**src/rtl/instr_fetch_if.sv**
```systemverilog
`default_nettype none
// ============================================================================
// Module   : instr_fetch_if
// Purpose  : Fetch-stage bundle: imem read port, ID handshake and EXE redirect.
// Revision : 1.0
// ============================================================================
interface instr_fetch_if #(
  parameter int ADDR_W = 32
);
  logic              imem_req;
  logic [ADDR_W-1:0] imem_addr;
  logic [31:0]       imem_rdata;
  logic              imem_rvalid;
  logic [31:0]       instruction;
  logic [ADDR_W-1:0] instr_pc;
  logic              instr_valid;
  logic              id_ready;
  logic              redirect;
  logic [ADDR_W-1:0] redirect_pc;
  logic              halt;
  logic              fetch_idle;

  modport master (
    output imem_req, imem_addr, instruction, instr_pc, instr_valid, fetch_idle,
    input  imem_rdata, imem_rvalid, id_ready, redirect, redirect_pc, halt
  );

  modport slave (
    input  imem_req, imem_addr, instruction, instr_pc, instr_valid, fetch_idle,
    output imem_rdata, imem_rvalid, id_ready, redirect, redirect_pc, halt
  );
endinterface
`default_nettype wire

```
**src/rtl/instr_fetch.sv**
```systemverilog
`default_nettype none
// ============================================================================
// Module   : instr_fetch
// Purpose  : PC generation, in-order imem reads and a PC-tagged prefetch FIFO to ID.
// Revision : 1.0
// ============================================================================
module instr_fetch #(
  parameter int                ADDR_W   = 32,
  parameter int                DEPTH    = 4,
  parameter logic [ADDR_W-1:0] RESET_PC = '0
) (
  input  wire logic     clk,
  input  wire logic     rst,
  instr_fetch_if.master fetch_io
);

  localparam int                c_PTR_W = $clog2(DEPTH);
  localparam int                c_CNT_W = $clog2(DEPTH) + 1;
  localparam logic [c_CNT_W:0]  c_DEPTH = (c_CNT_W + 1)'(DEPTH);
  localparam logic [ADDR_W-1:0] c_STEP  = ADDR_W'(4);
  localparam logic [ADDR_W-1:0] c_ALIGN = ~(ADDR_W'(3));

  logic [ADDR_W-1:0]  pc_q, pc_d;
  logic [31:0]        fifo_word_q [DEPTH];
  logic [ADDR_W-1:0]  fifo_pc_q   [DEPTH];
  logic [ADDR_W-1:0]  rq_pc_q     [DEPTH];
  logic [c_PTR_W-1:0] wr_ptr_q, wr_ptr_d, rd_ptr_q, rd_ptr_d;
  logic [c_PTR_W-1:0] rq_wr_q, rq_wr_d, rq_rd_q, rq_rd_d;
  logic [c_CNT_W-1:0] count_q, count_d, outst_q, outst_d, disc_q, disc_d;
  logic [31:0]        instr_q, instr_d;
  logic [ADDR_W-1:0]  ipc_q, ipc_d;
  logic               ivalid_q, ivalid_d;

  logic               w_req, w_pop, w_rsp, w_push;
  logic [c_CNT_W:0]   w_live;
  logic [c_CNT_W-1:0] w_cnt_after_pop;
  logic [ADDR_W-1:0]  w_rsp_pc, w_redir_pc;

  // Live work = buffered words plus in-flight requests that will not be dropped.
  assign w_live     = {1'b0, count_q} + {1'b0, outst_q} - {1'b0, disc_q};
  assign w_req      = !rst && !fetch_io.halt && !fetch_io.redirect && (w_live < c_DEPTH);
  assign w_pop      = ivalid_q && fetch_io.id_ready && !fetch_io.redirect;
  assign w_rsp      = fetch_io.imem_rvalid;
  assign w_push     = w_rsp && !fetch_io.redirect && (disc_q == '0);
  assign w_rsp_pc   = rq_pc_q[rq_rd_q];
  assign w_redir_pc = fetch_io.redirect_pc & c_ALIGN;
  assign w_cnt_after_pop = count_q - c_CNT_W'(w_pop);

  assign fetch_io.imem_req    = w_req;
  assign fetch_io.imem_addr   = pc_q;
  assign fetch_io.instruction = instr_q;
  assign fetch_io.instr_pc    = ipc_q;
  assign fetch_io.instr_valid = ivalid_q;
  assign fetch_io.fetch_idle  = (count_q == '0) && (outst_q == '0);

  always_comb begin
    pc_d     = pc_q;
    rq_wr_d  = rq_wr_q + c_PTR_W'(w_req);
    rq_rd_d  = rq_rd_q + c_PTR_W'(w_rsp);
    outst_d  = outst_q + c_CNT_W'(w_req) - c_CNT_W'(w_rsp);
    disc_d   = disc_q;
    wr_ptr_d = wr_ptr_q + c_PTR_W'(w_push);
    rd_ptr_d = rd_ptr_q + c_PTR_W'(w_pop);
    count_d  = w_cnt_after_pop + c_CNT_W'(w_push);
    instr_d  = instr_q;
    ipc_d    = ipc_q;
    ivalid_d = 1'b0;

    if (fetch_io.redirect) begin
      pc_d = w_redir_pc;
    end else if (w_req) begin
      pc_d = pc_q + c_STEP;
    end

    // Everything still in flight after this cycle's response belongs to the old stream.
    if (fetch_io.redirect) begin
      disc_d = outst_q - c_CNT_W'(w_rsp);
    end else if (w_rsp && (disc_q != '0)) begin
      disc_d = disc_q - c_CNT_W'(1);
    end

    if (fetch_io.redirect) begin
      wr_ptr_d = '0;
      rd_ptr_d = '0;
      count_d  = '0;
    end else if (w_push && (w_cnt_after_pop == '0)) begin
      // The incoming word becomes the head directly; its slot is not written yet.
      ivalid_d = 1'b1;
      instr_d  = fetch_io.imem_rdata;
      ipc_d    = w_rsp_pc;
    end else if (count_d != '0) begin
      ivalid_d = 1'b1;
      instr_d  = fifo_word_q[rd_ptr_d];
      ipc_d    = fifo_pc_q[rd_ptr_d];
    end
  end

  always_ff @(posedge clk or posedge rst) begin
    if (rst) begin
      pc_q     <= RESET_PC;
      wr_ptr_q <= '0;
      rd_ptr_q <= '0;
      rq_wr_q  <= '0;
      rq_rd_q  <= '0;
      count_q  <= '0;
      outst_q  <= '0;
      disc_q   <= '0;
      instr_q  <= '0;
      ipc_q    <= '0;
      ivalid_q <= 1'b0;
    end else begin
      pc_q     <= pc_d;
      wr_ptr_q <= wr_ptr_d;
      rd_ptr_q <= rd_ptr_d;
      rq_wr_q  <= rq_wr_d;
      rq_rd_q  <= rq_rd_d;
      count_q  <= count_d;
      outst_q  <= outst_d;
      disc_q   <= disc_d;
      instr_q  <= instr_d;
      ipc_q    <= ipc_d;
      ivalid_q <= ivalid_d;
    end
  end

  // Storage arrays carry no reset; occupancy is tracked by the counters above.
  always_ff @(posedge clk) begin
    if (w_req) begin
      rq_pc_q[rq_wr_q] <= pc_q;
    end
    if (w_push) begin
      fifo_word_q[wr_ptr_q] <= fetch_io.imem_rdata;
      fifo_pc_q[wr_ptr_q]   <= w_rsp_pc;
    end
  end

endmodule
`default_nettype wire

```
**src/flat_wrapper.sv**
```systemverilog
// flat-port wrapper written by rule: the top's interface ports become plain ports
module instr_fetch_flat 
#(
  parameter int                ADDR_W   = 32,
  parameter int                DEPTH    = 4,
  parameter logic [ADDR_W-1:0] RESET_PC = '0
)
  (clk, rst, fetch_io_imem_req, fetch_io_imem_addr, fetch_io_instruction, fetch_io_instr_pc, fetch_io_instr_valid, fetch_io_fetch_idle, fetch_io_imem_rdata, fetch_io_imem_rvalid, fetch_io_id_ready, fetch_io_redirect, fetch_io_redirect_pc, fetch_io_halt);
  instr_fetch_if #(.ADDR_W(ADDR_W)) fetch_io_i ();
  input  wire logic clk;
  input  wire logic rst;
  output wire logic [$bits(fetch_io_i.imem_req)-1:0] fetch_io_imem_req;
  output wire logic [$bits(fetch_io_i.imem_addr)-1:0] fetch_io_imem_addr;
  output wire logic [$bits(fetch_io_i.instruction)-1:0] fetch_io_instruction;
  output wire logic [$bits(fetch_io_i.instr_pc)-1:0] fetch_io_instr_pc;
  output wire logic [$bits(fetch_io_i.instr_valid)-1:0] fetch_io_instr_valid;
  output wire logic [$bits(fetch_io_i.fetch_idle)-1:0] fetch_io_fetch_idle;
  input wire logic [$bits(fetch_io_i.imem_rdata)-1:0] fetch_io_imem_rdata;
  input wire logic [$bits(fetch_io_i.imem_rvalid)-1:0] fetch_io_imem_rvalid;
  input wire logic [$bits(fetch_io_i.id_ready)-1:0] fetch_io_id_ready;
  input wire logic [$bits(fetch_io_i.redirect)-1:0] fetch_io_redirect;
  input wire logic [$bits(fetch_io_i.redirect_pc)-1:0] fetch_io_redirect_pc;
  input wire logic [$bits(fetch_io_i.halt)-1:0] fetch_io_halt;
  assign fetch_io_imem_req = fetch_io_i.imem_req;
  assign fetch_io_imem_addr = fetch_io_i.imem_addr;
  assign fetch_io_instruction = fetch_io_i.instruction;
  assign fetch_io_instr_pc = fetch_io_i.instr_pc;
  assign fetch_io_instr_valid = fetch_io_i.instr_valid;
  assign fetch_io_fetch_idle = fetch_io_i.fetch_idle;
  assign fetch_io_i.imem_rdata = fetch_io_imem_rdata;
  assign fetch_io_i.imem_rvalid = fetch_io_imem_rvalid;
  assign fetch_io_i.id_ready = fetch_io_id_ready;
  assign fetch_io_i.redirect = fetch_io_redirect;
  assign fetch_io_i.redirect_pc = fetch_io_redirect_pc;
  assign fetch_io_i.halt = fetch_io_halt;
  instr_fetch #(.ADDR_W(ADDR_W), .DEPTH(DEPTH), .RESET_PC(RESET_PC)) u_core (.clk(clk), .rst(rst), .fetch_io(fetch_io_i));
endmodule
```
**config.mk**
```make
export PLATFORM = sky130hd
export DESIGN_NAME = instr_fetch_flat
export DESIGN_NICKNAME = d
export VERILOG_FILES = /design/src/rtl/instr_fetch_if.sv /design/src/rtl/instr_fetch.sv /design/src/flat_wrapper.sv
export SDC_FILE = /design/constraint.sdc
export NUM_CORES = 1
export LEC_CHECK = 0
export ABC_AREA = 1
export CAP_MARGIN = 40
export CORE_MARGIN = 8
export CORE_UTILIZATION = 58
export DETAILED_ROUTE_END_ITERATION = 6
export GPL_ROUTABILITY_DRIVEN = 0
export PLACE_DENSITY = 0.86
export SYNTH_ARGS = -nofsm -noshare
export SYNTH_HDL_FRONTEND = slang
export SYNTH_SLANG_ARGS = --single-unit
export TNS_END_PERCENT = 30
```
**constraint.sdc**
```tcl
create_clock -name clk -period 6.6 [get_ports clk]
set_clock_uncertainty 0.2 [all_clocks]
set_input_delay 0.66 -clock clk [delete_from_list [all_inputs] [get_ports clk]]
set_output_delay 0.66 -clock clk [all_outputs]
set_load 0.01 [all_outputs]
```
Word-level counts from Yosys, hierarchy flattened

Memories as Yosys holds them, arrays and structs flattened.
Index checks and enable logic that the tools add are counted.

Memory bits (writable): 384
Word-level logic and storage cells: 70
Output and inout port bits: 99
Bits of input ports: 70
Register bits after elaboration: 114
Memories: 3

Memory list:

| name               | words | bits a word | rd ports | clocked after memory_dff | write ports | line              | RTL |
|---|---|---|---|---|---|---|---|
| u_core.fifo_pc_q   | 4     | 32          | 1        | 0                        | 1           | instr_fetch.sv:25 | `logic [ADDR_W-1:0] fifo_pc_q [DEPTH];` |
| u_core.fifo_word_q | 4     | 32          | 1        | 0                        | 1           | instr_fetch.sv:24 | `logic [31:0] fifo_word_q [DEPTH];` |
| u_core.rq_pc_q     | 4     | 32          | 1        | 0                        | 1           | instr_fetch.sv:26 | `logic [ADDR_W-1:0] rq_pc_q [DEPTH];` |

Add/subtract/negate cells: 13
$lt $le $gt $ge: 1
Bitwise operators: 1
Mux-type cells: 18
Reduce and logical (&&, ||, !) cells: 23

Operator list:

| cell                                                       | count |
|---|---|
| two-way mux 32 bit                                         | 6 |
| adder 32 x 3 -> 32 bit, second input constant              | 1 |
| zero test 3 bit                                            | 4 |
| logical AND 1 bit                                          | 10 |
| two-way mux 3 bit                                          | 3 |
| subtractor 3 x 1 -> 3 bit                                  | 3 |
| adder 2 x 1 -> 2 bit                                       | 4 |
| two-way mux 1 bit                                          | 7 |
| adder 3 x 1 -> 3 bit                                       | 2 |
| nonzero test 2 bit                                         | 3 |
| nonzero test 3 bit                                         | 2 |
| adder 3 x 3 -> 4 bit                                       | 1 |
| less-than comparator 4 x 3 -> 1 bit, second input constant | 1 |
| two-way mux 2 bit                                          | 2 |
| subtractor 4 x 3 -> 4 bit                                  | 1 |
| zero test 1 bit                                            | 3 |
| subtractor 3 x 1 -> 3 bit, second input constant           | 1 |
| AND reduction 2 bit                                        | 1 |
| inverter 1 bit                                             | 1 |

Depth between registers and ports, before layout

Gate-level depths: netlist of the first run.

Depth in word-level cells: 8
Gate-level depth with buffers: 16
Depth with buffers taken out: 15

Worst setup path before layout of the first run

OpenSTA, ideal clock, no wires.

Kind: input to register
Start point: input port fetch_io_imem_rvalid
End point: memory u_core.fifo_pc_q[2][10], enable pin
Setup slack: 0.555 ns
Data required time: 5.842 ns
Path buffers: 0
Setup time: 0.558 ns
Cell stages on the path: 4
Arrival: 5.287 ns
Cell sequence: inv_1 > nor3_4 > inv_1 > nor3_1

Cells in the longest elaborated chain, start to end: 4

Ends and longest elaborated chain:

| what                                    | line               | RTL |
|---|---|---|
| start, declared                         | flat_wrapper.sv:19 | `input wire logic [$bits(fetch_io_i.imem_rvalid)-1:0] fetch_io_imem_rvalid;` |
| logical AND 1 bit (2 in a row)          | instr_fetch.sv:44  | `assign w_push = w_rsp && !fetch_io.redirect && (disc_q == '0);` |
| two-way mux 1 bit                       | instr_fetch.sv:131 | `if (w_push) begin` |
| two-way mux 1 bit (not written as such) | instr_fetch.sv:133 | `fifo_pc_q[wr_ptr_q] <= w_rsp_pc;` |
| end, declared                           | instr_fetch.sv:25  |  |

Every way passes these cells.

Final worst setup path of the first run

Start point: input port fetch_io_id_ready
End point: register u_core.instr_q[18] (netlist: u_core.fetch_io.instruction[18])

Cells in the longest elaborated chain, start to end: 7
Elaborated cells on any way between the ends: 13
Classes of those cells: 3 x add/sub; 2 x mux; 7 x reduce/logical; 1 x memory

Ends and longest elaborated chain:

| what                                                    | line                                 | RTL |
|---|---|---|
| start, declared                                         | flat_wrapper.sv:20                   | `input wire logic [$bits(fetch_io_i.id_ready)-1:0] fetch_io_id_ready;` |
| logical AND 1 bit (*) (2 in a row)                      | instr_fetch.sv:42                    | `assign w_pop = ivalid_q && fetch_io.id_ready && !fetch_io.redirect;` |
| subtractor 3 x 1 -> 3 bit                               | instr_fetch.sv:47                    | `assign w_cnt_after_pop = count_q - c_CNT_W'(w_pop);` |
| adder 3 x 1 -> 3 bit or zero test 3 bit (tied branches) | instr_fetch.sv:64, instr_fetch.sv:86 |  |
| nonzero test 3 bit or logical AND 1 bit (tied branches) | instr_fetch.sv:91, instr_fetch.sv:86 |  |
| nonzero test 2 bit (no line)                            | n/a                                  |  |
| AND reduction 2 bit (no line)                           | n/a                                  |  |
| end signal, assigned                                    | instr_fetch.sv:120                   | `instr_q <= instr_d;` |
| end, declared                                           | instr_fetch.sv:30                    | `logic [31:0] instr_q, instr_d;` |

Every way passes the cells marked *; elsewhere a longest branch is shown, timed or not. The select of a mux whose other input is x is not followed.
A chain may end at the register's enable or synchronous reset.

==> results.md, run 1 <==
* Min Tclk post-route at 4270 ps
* Largest net degree at the start of global routing at just under 90
* First-pass GRT wire length at 79400 um
* CP peak stage delay at ~600 ps
* Routed Antenna Nets at 0
* Main synth FF type: edfxtp_1
* Most Frequent Cell on Critical Path: nand2_1
* CTS clk-pin slew, worst paths at 60 ps
* Crit. End Element: flop
* Htree depth at 2
* Crit start category: input port
* Number of enable flip-flop cells after synthesis at 368
* DRT Wirelength at approximately 50000 um
* FMAX at 0.234 GHz
* Core Region at between 30000 and 40000 um^2
* Peak supply drop at roughly 240 uV
* Post-synth ARST share at 23.0%
* Via count at 15.6k
* Ports at 169
* Die height at 207 um
* Clk_lat worst skew at 570 ps
* Mapped Cells at 2167
* Cell row count at 70
* WS Path Type: in -> reg
* Hold Buf Count CTS at 0
* Starting Density at 58.4%
* Layout cells sized above 1 at 5.84%
* Post-CTS Setup Bufs at 0
* CTS buffer count at just under 50
* Port Buf Inserts at 162
* Final period util at 64.6%
* Setup violations, final at 0
* Rel. slew slack at 39.3%
* Fill cells at 2440
* Clock buffer depth at 3
* Worst-margin pin slew at 910 ps
* Cells along the critical path: clkdlybuf4s50_1 > nand2_1 > nor2_1 > ha_1 > ha_1 > xnor2_4 > nand3b_4 > nand3_2 > buf_4 > nand2_4 > nand2_1 > nand2_1
* Width of the die at 207 um
* Core Util, Final at 68.7%
* Max Slew Vio Count at 0
* Cell Pwr Density at 396 nW/um^2
* Pleak at 0.0109 uW
* Max-cap violations at 0
* Root buffer cell: clkbuf_16
* Final setup TNS at 0 ps
* N_diodes at 0
* RSZ-0062 raised after global routing: no
* Vias per inst at 5.55
* Worst Path Arrival at 4520 ps
* Post-synth cell types at 37
* Drt wl/cell at 17.6 um
* Final Hold Vio Count at 0
* Crit path required time at 6850 ps
* Final #Nets at 2394
* Status: finished clean
* DRC violations left at 0
* Yosys warnings at 0
* Mean Syn Cell Area at between 9 and 10 um^2
* Crit path max fanout at 63
* Post_cts resized at 0
* DRT Pass-1 Iters at 6
* Dpl cell area at 23300 um^2
* Die area at 43000 um^2
* Initial antenna violation count at 0
* Total gr overflow at 0
* Design Area, Final at roughly 25000 um^2
* Min-delay worst type: reg -> reg
* Iter 0 DRT Violations at 1335
* CTS tree: yes
* Post-synthesis sequential area ratio at 65.0%
* GRT Overall Usage at 22.6%
* Placed wire-length estimate at 30100 um
* Synthesized cell area at around 21000 um^2
* Crit-path slowest cell: buf_4
* Area delta synth->final at 17.6%
* Clock sink total at ~480
* Synthesized flop and latch total at 478
* Vias in the first global route at 15.6k
area by class of cell:
cell class                      count  area [um^2]  area share, %
Tap cell                          468          586           2.34
Multi-Input combinational cell   1393         6230           25.0
Clock inverter                     29          302           1.21
Sequential cell                   478        13800           55.3
Timing Repair Buffer              191         2000           8.03
Inverter                          190          718           2.88
Clock buffer                       63         1330           5.32
report_power, final:
| part | total (uW) | internal, uW | switching (uW) |
|---|---|---|---|
| combinational | 3020 | 1140 | 1890 |
| sequential | 4090 | 3800 | 294 |
| clock | 2770 | 1630 | 1140 |
| total | 9880 | 6560 | 3320 |
state kept, by name, indices dropped and copies added (netlist names), 3 cells and up:
| name | cells |
|---|---|
| u_core.count_q | 3 |
| u_core.disc_q | 3 |
| u_core.fetch_io.imem_addr | 30 |
| u_core.fetch_io.instr_pc | 30 |
| u_core.fetch_io.instruction | 32 |
| u_core.fifo_pc_q | 120 |
| u_core.fifo_word_q | 128 |
| u_core.outst_q | 3 |
| u_core.rq_pc_q | 120 |
placed cells by master, fill, tap and decap left out, types with 5 or more instances in the layout:
master	netlist	final
inv_2	7	5
o21bai_1	6	6
dfrtp_1	110	110
edfxtp_1	368	368
clkinv_2	0	16
o21ai_1	20	20
clkbuf_16	0	49
nor2_1	117	117
nand3_1	127	127
nor3_2	0	8
o21ai_0	152	152
ha_1	18	17
a21oi_1	68	68
buf_4	14	19
clkbuf_1	45	9
buf_16	0	6
bufinv_16	0	5
clkbuf_8	0	5
nand2_1	812	812
and2_1	30	30
clkdlybuf4s50_1	0	161
inv_1	183	182
critical path, delay by kind of cell:
family	cells	cell delay, ps
xor gates and xnor gates	1	160
adders and majority gates	2	460
buffers and inverters	2	1050
and+or+nand+nor	7	2010
cell usage after synthesis (2+ instances only):
| cell | count | area [um^2] |
|---|---|---|
| a21boi_0 | 2 | 15.0 |
| a21oi_1 | 68 | 340 |
| and2_1 | 30 | 188 |
| buf_1 | 9 | 33.8 |
| buf_2 | 33 | 165 |
| buf_4 | 14 | 105 |
| buf_6 | 8 | 90.1 |
| clkbuf_1 | 45 | 169 |
| dfrtp_1 | 110 | 2750 |
| edfxtp_1 | 368 | 11100 |
| fa_1 | 3 | 60.1 |
| ha_1 | 18 | 225 |
| inv_1 | 183 | 687 |
| inv_2 | 7 | 26.3 |
| nand2_1 | 812 | 3050 |
| nand3_1 | 127 | 636 |
| nand3_2 | 2 | 20.0 |
| nand4_1 | 4 | 25.0 |
| nor2_1 | 117 | 439 |
| nor3_1 | 10 | 50.1 |
| o21ai_0 | 152 | 761 |
| o21ai_1 | 20 | 100 |
| o21bai_1 | 6 | 45.0 |
| xnor2_1 | 4 | 35.0 |
| xor2_1 | 3 | 26.3 |
layer usage:
layer	vias to the layer above	routed length (um)	share of wire, %	GRT usage, %
met5	-	0	0	0
met1	7446	19900	40	28.7
met4	0	1260	2.6	7.74
li1	7346	-	-	-
met2	705	24500	49	39.1
met3	100	3900	7.9	3.83
through the flow:
stage / hold slack [ps] / std cells / setup slack (ps) / power [uW]
detailed placement: 268 / 2720 / 1790 / 7130
finish: 282 / 2812 / 2330 / 9880
CTS: 283 / 2812 / 2360 / 9910
global route: 296 / 2812 / 2040 / 10400
floorplan: 261 / 2170 / 555 / 5990
global placement: 261 / 2710 / 1970 / 6920
kinds of logic (layout without fill, tap and decap cells):
family	Yosys count	after routing	share of synthesized area, %
flops	478	478	65.0
compound gates	250	250	6.01
xor+xnor	10	10	0.571
fa+ha+maj	21	21	1.34
other cells	1	4	0.0177
buf+inv	299	473	6.01
simple gates	1108	1108	21.1
path summary, 6_finish.rpt:
kind	from	to	slack, ps	cells past startpoint
setup / recovery	fetch_io_id_ready	u_core.fetch_io.instruction[18]	2330	12
hold / removal	u_core.fetch_io.instr_pc[18]	u_core.fetch_io.instr_pc[18]	280	2
setup reg to reg	u_core.fetch_io.instr_valid	u_core.fetch_io.instruction[18]	2520	11
hold reg to reg	u_core.fetch_io.instr_pc[18]	u_core.fetch_io.instr_pc[18]	280	2
max in group asynchronous	rst	u_core.fetch_io.instr_pc[31]	4770	4
min in group asynchronous	rst	u_core.rd_ptr_q[0]	380	2
No activity file was read; power rests on OpenSTA's default activity.
==> run 2: changes to the inputs <==
Clock period 6.6 ns to 4.35 ns, I/O delays scaled along.
==> run 2 against run 1 <==
Compared with the run above: sequential share of layout area is 0.32 points higher; global-route usage increased by 0.18 points; via count increased by 1.0%; cell count is 0.25% lower; flip-flop and latch count is the same; first-iteration DRC count increased by 22%; power increased by 50%; count of clock-buffer cells in the layout rose by 1; clock power is 43% higher; largest power group unchanged.
==> results.md, run 2 (same netlist as run 1, synthesis figures left out) <==
* Status: finished clean (unchanged)
* Crit start category: flop (was input port)
* WHS at 183 ps (was 282 ps)
* RSZ-0062 raised after global routing: no (unchanged)
* Die height at 207 um (unchanged)
* Crit path required time at 3710 ps (was 6850 ps)
* Sw Ratio at 34.1% (was 33.6%)
* Post-route insts no fill at 2805 (was 2812)
* Starting Density at 58.4% (unchanged)
* Width of the die at 207 um (unchanged)
* Pleak at 0.0108 uW (was 0.0109 uW)
* Cells along the critical path: fa_1 > ha_1 > a21oi_1 > nand2_1 > nand2_1 > nand2_1 > nor2_1 > buf_4 > clkdlybuf4s50_1 (was clkdlybuf4s50_1 > nand2_1 > nor2_1 > ha_1 > ha_1 > xnor2_4 > nand3b_4 > nand3_2 > buf_4 > nand2_4 > nand2_1 > nand2_1)
* Most Frequent Cell on Critical Path: nand2_1 (unchanged)
* Peak supply drop at 445 uV (was 235 uV)
* Top flop regs: u_core.fifo_word_q: 128 flops, u_core.fifo_pc_q: 120 flops, u_core.rq_pc_q: 120 flops (unchanged)
* Crit. End Element: output port (was flop)
* Placed Cells at 2718 (was 2720)
* DRC violations left at 0 (unchanged)
* CTS tree: yes (unchanged)
* Total gr overflow at 0 (unchanged)
* Crit path max fanout at 16 (was 63)
* Cell row count at 70 (unchanged)
* Port Buf Inserts at 162 (unchanged)
* WS Path Type: reg -> out (was in -> reg)
* Total power at 14900 uW (was 9880 uW)
* Clock buffer depth at 3 (unchanged)
* Fill cells at 2460 (was 2440)
* DRT Wirelength at 50300 um (was 49600 um)
* Worst-margin pin slew at 841 ps (was 910 ps)
* Largest net degree at the start of global routing at 125 (was 89)
* Rel. slew slack at 44.0% (was 39.3%)
* Core Region at 36300 um^2 (unchanged)
* Worst slack, placed at 730 ps (was 1790 ps)
* CTS buffer count at 47 (was 49)
* R2R Setup Slk at 1020 ps (was 2520 ps)
* Post-CTS Setup Bufs at 0 (unchanged)
* Area delta synth->final at 16.9% (was 17.6%)
* Via count at 15.8k (was 15.6k)
* Psw at 5070 uW (was 3320 uW)
* Ports at 169 (unchanged)
* Vias in the first global route at 16.0k (was 15.6k)
* Post-route setup slack at 296 ps (was 2330 ps)
* Final #Nets at 2390 (was 2394)
* DRT Pass-1 Iters at 6 (unchanged)
* Die area at 43000 um^2 (unchanged)
* Worst Path Arrival at 3420 ps (was 4520 ps)
* N_diodes at 0 (unchanged)
* Clock power share at 26.7% (was 28.0%)
* Min-delay worst type: in -> reg (was reg -> reg)
* Max Slew Vio Count at 0 (unchanged)
* Multi-input gate area at 6230 um^2 (unchanged)
* Reg area at 13800 um^2 (unchanged)
* Cell Pwr Density at 599 nW/um^2 (was 396 nW/um^2)
* Final Hold Vio Count at 0 (unchanged)
* CTS clk-pin slew, worst paths at 60 ps (about the same)
* Seq pwr share at 41.9% (was 41.4%)
* Vias per inst at 5.62 (was 5.55)
* Final period util at 93.2%
* Top reg by flops: u_core.fifo_word_q (unchanged)
* Max-cap violations at 0 (unchanged)
* Root buffer cell: clkbuf_16 (unchanged)
* Hold Buf Count CTS at 0 (unchanged)
* Gate power share at 31.4% (was 30.6%)
* Layout cells sized above 1 at 5.43% (was 5.84%)
* Htree depth at 2 (unchanged)
* Clock sink total at 478 (unchanged)
* CP peak stage delay at 590 ps (was 600 ps)
* Routed Antenna Nets at 0 (unchanged)
* Drt wl/cell at 17.9 um (was 17.6 um)
* Int Pwr at 9800 uW (was 6560 uW)
* Initial antenna violation count at 0 (unchanged)
* FMAX at 0.247 GHz
* Most frequent cells in the layout: nand2_1, edfxtp_1, inv_1 (unchanged)
* First-pass GRT wire length at 80100 um (was 79400 um)
* Min Tclk post-route at 4050 ps
* Iter 0 DRT Violations at 1627 (was 1335)
* Largest register FFs at 128 (unchanged)
* Clk_lat worst skew at 560 ps (was 570 ps)
* Commonest non-fill, non-tap cell in the layout: nand2_1 (unchanged)
* GRT Overall Usage at 22.8% (was 22.6%)
* Setup violations, final at 0 (unchanged)
* Placed wire-length estimate at 29100 um (was 30100 um)
* Crit-path slowest cell: clkdlybuf4s50_1 (was buf_4)
* Post_cts resized at 0 (unchanged)
-- run 2: final timing paths --
kind / start / endpoint / cells after the start
max reg2reg: u_core.outst_q[1] / u_core.outst_q[2] / 15
max in group asynchronous: rst / u_core.fetch_io.instr_pc[24] / 3
min reg2reg: u_core.fetch_io.instruction[17] / u_core.fetch_io.instruction[17] / 2
min in group asynchronous: rst / u_core.fetch_io.imem_addr[3] / 2
min: fetch_io_redirect / u_core.wr_ptr_q[1] / 3
max: u_core.count_q[2] / fetch_io_imem_req / 9
-- run 2: critical path: cells and delay by family (launching register included) --
family                   cells  cell delay, ps
AND/OR/NAND/NOR              4             400
adder cells (fa/ha/maj)      2             880
AO/OA/AOI/OAI                1             240
flip-flops                   1             520
buffers and inverters        2             840
-- run 2: through the flow --
| stage | TNS, ps | area, um^2 | util [%] |
|---|---|---|---|
| after floorplan | -448820 | 21300 | - |
| after global placement | 0 | 23300 | 64.0 |
| after detailed placement | 0 | 23300 | 64.1 |
| after CTS | 0 | 24800 | 68.3 |
| after global routing | 0 | 24800 | 68.3 |
| final | 0 | 24800 | 68.3 |
-- run 2: layer usage --
metal	GRT usage [%]	share of wire (%)	wire length [um]	vias up
li1	-	-	-	7327
met1	27.7	38	19300	7472
met2	39.6	49	24800	815
met3	4.00	8.5	4280	145
met4	10.5	3.8	1940	0
met5	0	0	0	-
-- run 2: layout make-up --
class	count	area share [%]
clock buffer	64	5.28
clock inverter	23	0.846
inverter	190	2.89
multi-input combinational	1393	25.1
sequential	478	55.6
tap	468	2.36
timing repair buffer	189	7.93
-- run 2: power by group through the flow --
stage	logic (uW)	clock network, uW	registers (uW)
2_1_floorplan	2760	0	6330
3_3_place_gp	4290	0	6270
3_5_place_dp	4580	0	6300
4_1_cts	4660	4010	6220
5_1_grt	5160	4180	6290
6_report	4660	3970	6230
==> run 3: changes to the inputs <==
Settings changed: HOLD_SLACK_MARGIN set to 0.1.
==> results of run 3 <==
Same layout as run 2: the final DEF is identical, and so are final timing and power.
==> variant (config.mk and constraints of run 1) <==
Take the reset off `instr_q` and load it in a clocked block of its own.
--- a/src/rtl/instr_fetch.sv
+++ b/src/rtl/instr_fetch.sv
@@ -107,3 +107,2 @@
       disc_q   <= '0;
-      instr_q  <= '0;
       ipc_q    <= '0;
@@ -119,3 +118,2 @@
       disc_q   <= disc_d;
-      instr_q  <= instr_d;
       ipc_q    <= ipc_d;
@@ -123,2 +121,6 @@
     end
+  end
+
+  always_ff @(posedge clk) begin
+    instr_q <= instr_d;
   end
Function: changed (a bounded check fails within 4 cycles, from zero or initial values and one cycle with rst high).
==> variant against run 1 <==
The run now ends with DRC left. Synthesized cell count shrank 8.8%. Total power down 5.0%. Non-clock buffer count shrank 1. Design area is 2.6% lower. Worst setup slack got worse by 0.37 ns. Synthesized area shrank 2.9%. Sequential cell count is the same. Count of clock-buffer cells in the layout shrank 5. Combinational power is 14% lower. Die area shrank 2.7%. Critical path depth decreased by 1. Wire length fell by 4.5%. Via count shrank 6.0%. Critical path type unchanged.
==> variant: results (changes against run 1) <==
outcome finished with violations; failing checks DRC; Routed WL per cell 18.1 um (+2.6%); M1 GR Usage 0.270 (-0.0173); Post-synth EDFFs 400 (+8.7%); Placed Area 22800 um^2 (-2.6%); DP HPWL 28300 um (-6.0%); dpl cells 2530 (-7.0%); combinational cell fraction of total power 0.278 (-0.028); share of layout cells above drive strength 1 0.0580 (-0.000442); All-Layer GR Usage 0.222 (-0.00458); crit-path max cell delay 0.81 ns (+0.21 ns); Post-Synth XOR/XNOR Area 0.00540 (-0.000313); met1 WL 18300 um (-7.9%); dominant cells by area after synthesis edfxtp_1 (58%), nand2_1 (12%), dfrtp_1 (9.5%), nor2_1 (3.7%), o21ai_0 (3.3%); Post-Route WL 47300 um (-4.5%); number of fill cells in the layout 2395 (-1.8%); dpl ws 1.41 ns (-0.378 ns); measured slew at the worst slew-check pin 0.930 ns (+0.0197 ns); final layout net count 2209 (-7.7%); sequential area share after synthesis 0.677 (+0.0274); post-synthesis compound-gate area fraction 0.0624 (+0.00230); largest net degree at the start of global routing 73 (-18%); vias in the first global route 15000 (-4.3%); Async SR Flop Fraction 0.163 (-0.0669); Post-Syn Area per Cell 10.4 um^2 (+6.5%); DRT Pass-1 Iters 7 (+1); Vias/cell 5.60 (+1.0%); DR DRC count 9 (+9); distinct cell type count after synthesis 38 (+2.7%); share of power burned in registers 0.433 (+0.019)
variant: cell type report:
class	instances	area (um^2)	area share
clock buffers	58	1260	0.0518
clock inverters	28	319	0.0131
inverters	118	447	0.0184
multi-input cells	1283	5790	0.238
flip-flops and latches	478	14000	0.574
well taps	461	577	0.0237
repair buffers	190	1970	0.0810
variant: worst paths after layout:
path | startpoint | to | slack (ns) | cells past startpoint
worst max register to register | u_core.fetch_io.instr_valid | u_core.fetch_io.instruction[10] | 2.19 | 10
max in group asynchronous | rst | u_core.fetch_io.instr_pc[14] | 5.19 | 4
min in group asynchronous | rst | u_core.fetch_io.imem_addr[3] | 0.38 | 3
worst min-delay path | u_core.fetch_io.instr_pc[30] | u_core.fetch_io.instr_pc[30] | 0.28 | 2
worst max-delay path | fetch_io_id_ready | u_core.fetch_io.instruction[10] | 1.96 | 11
worst min register to register | u_core.fetch_io.instr_pc[30] | u_core.fetch_io.instr_pc[30] | 0.28 | 2
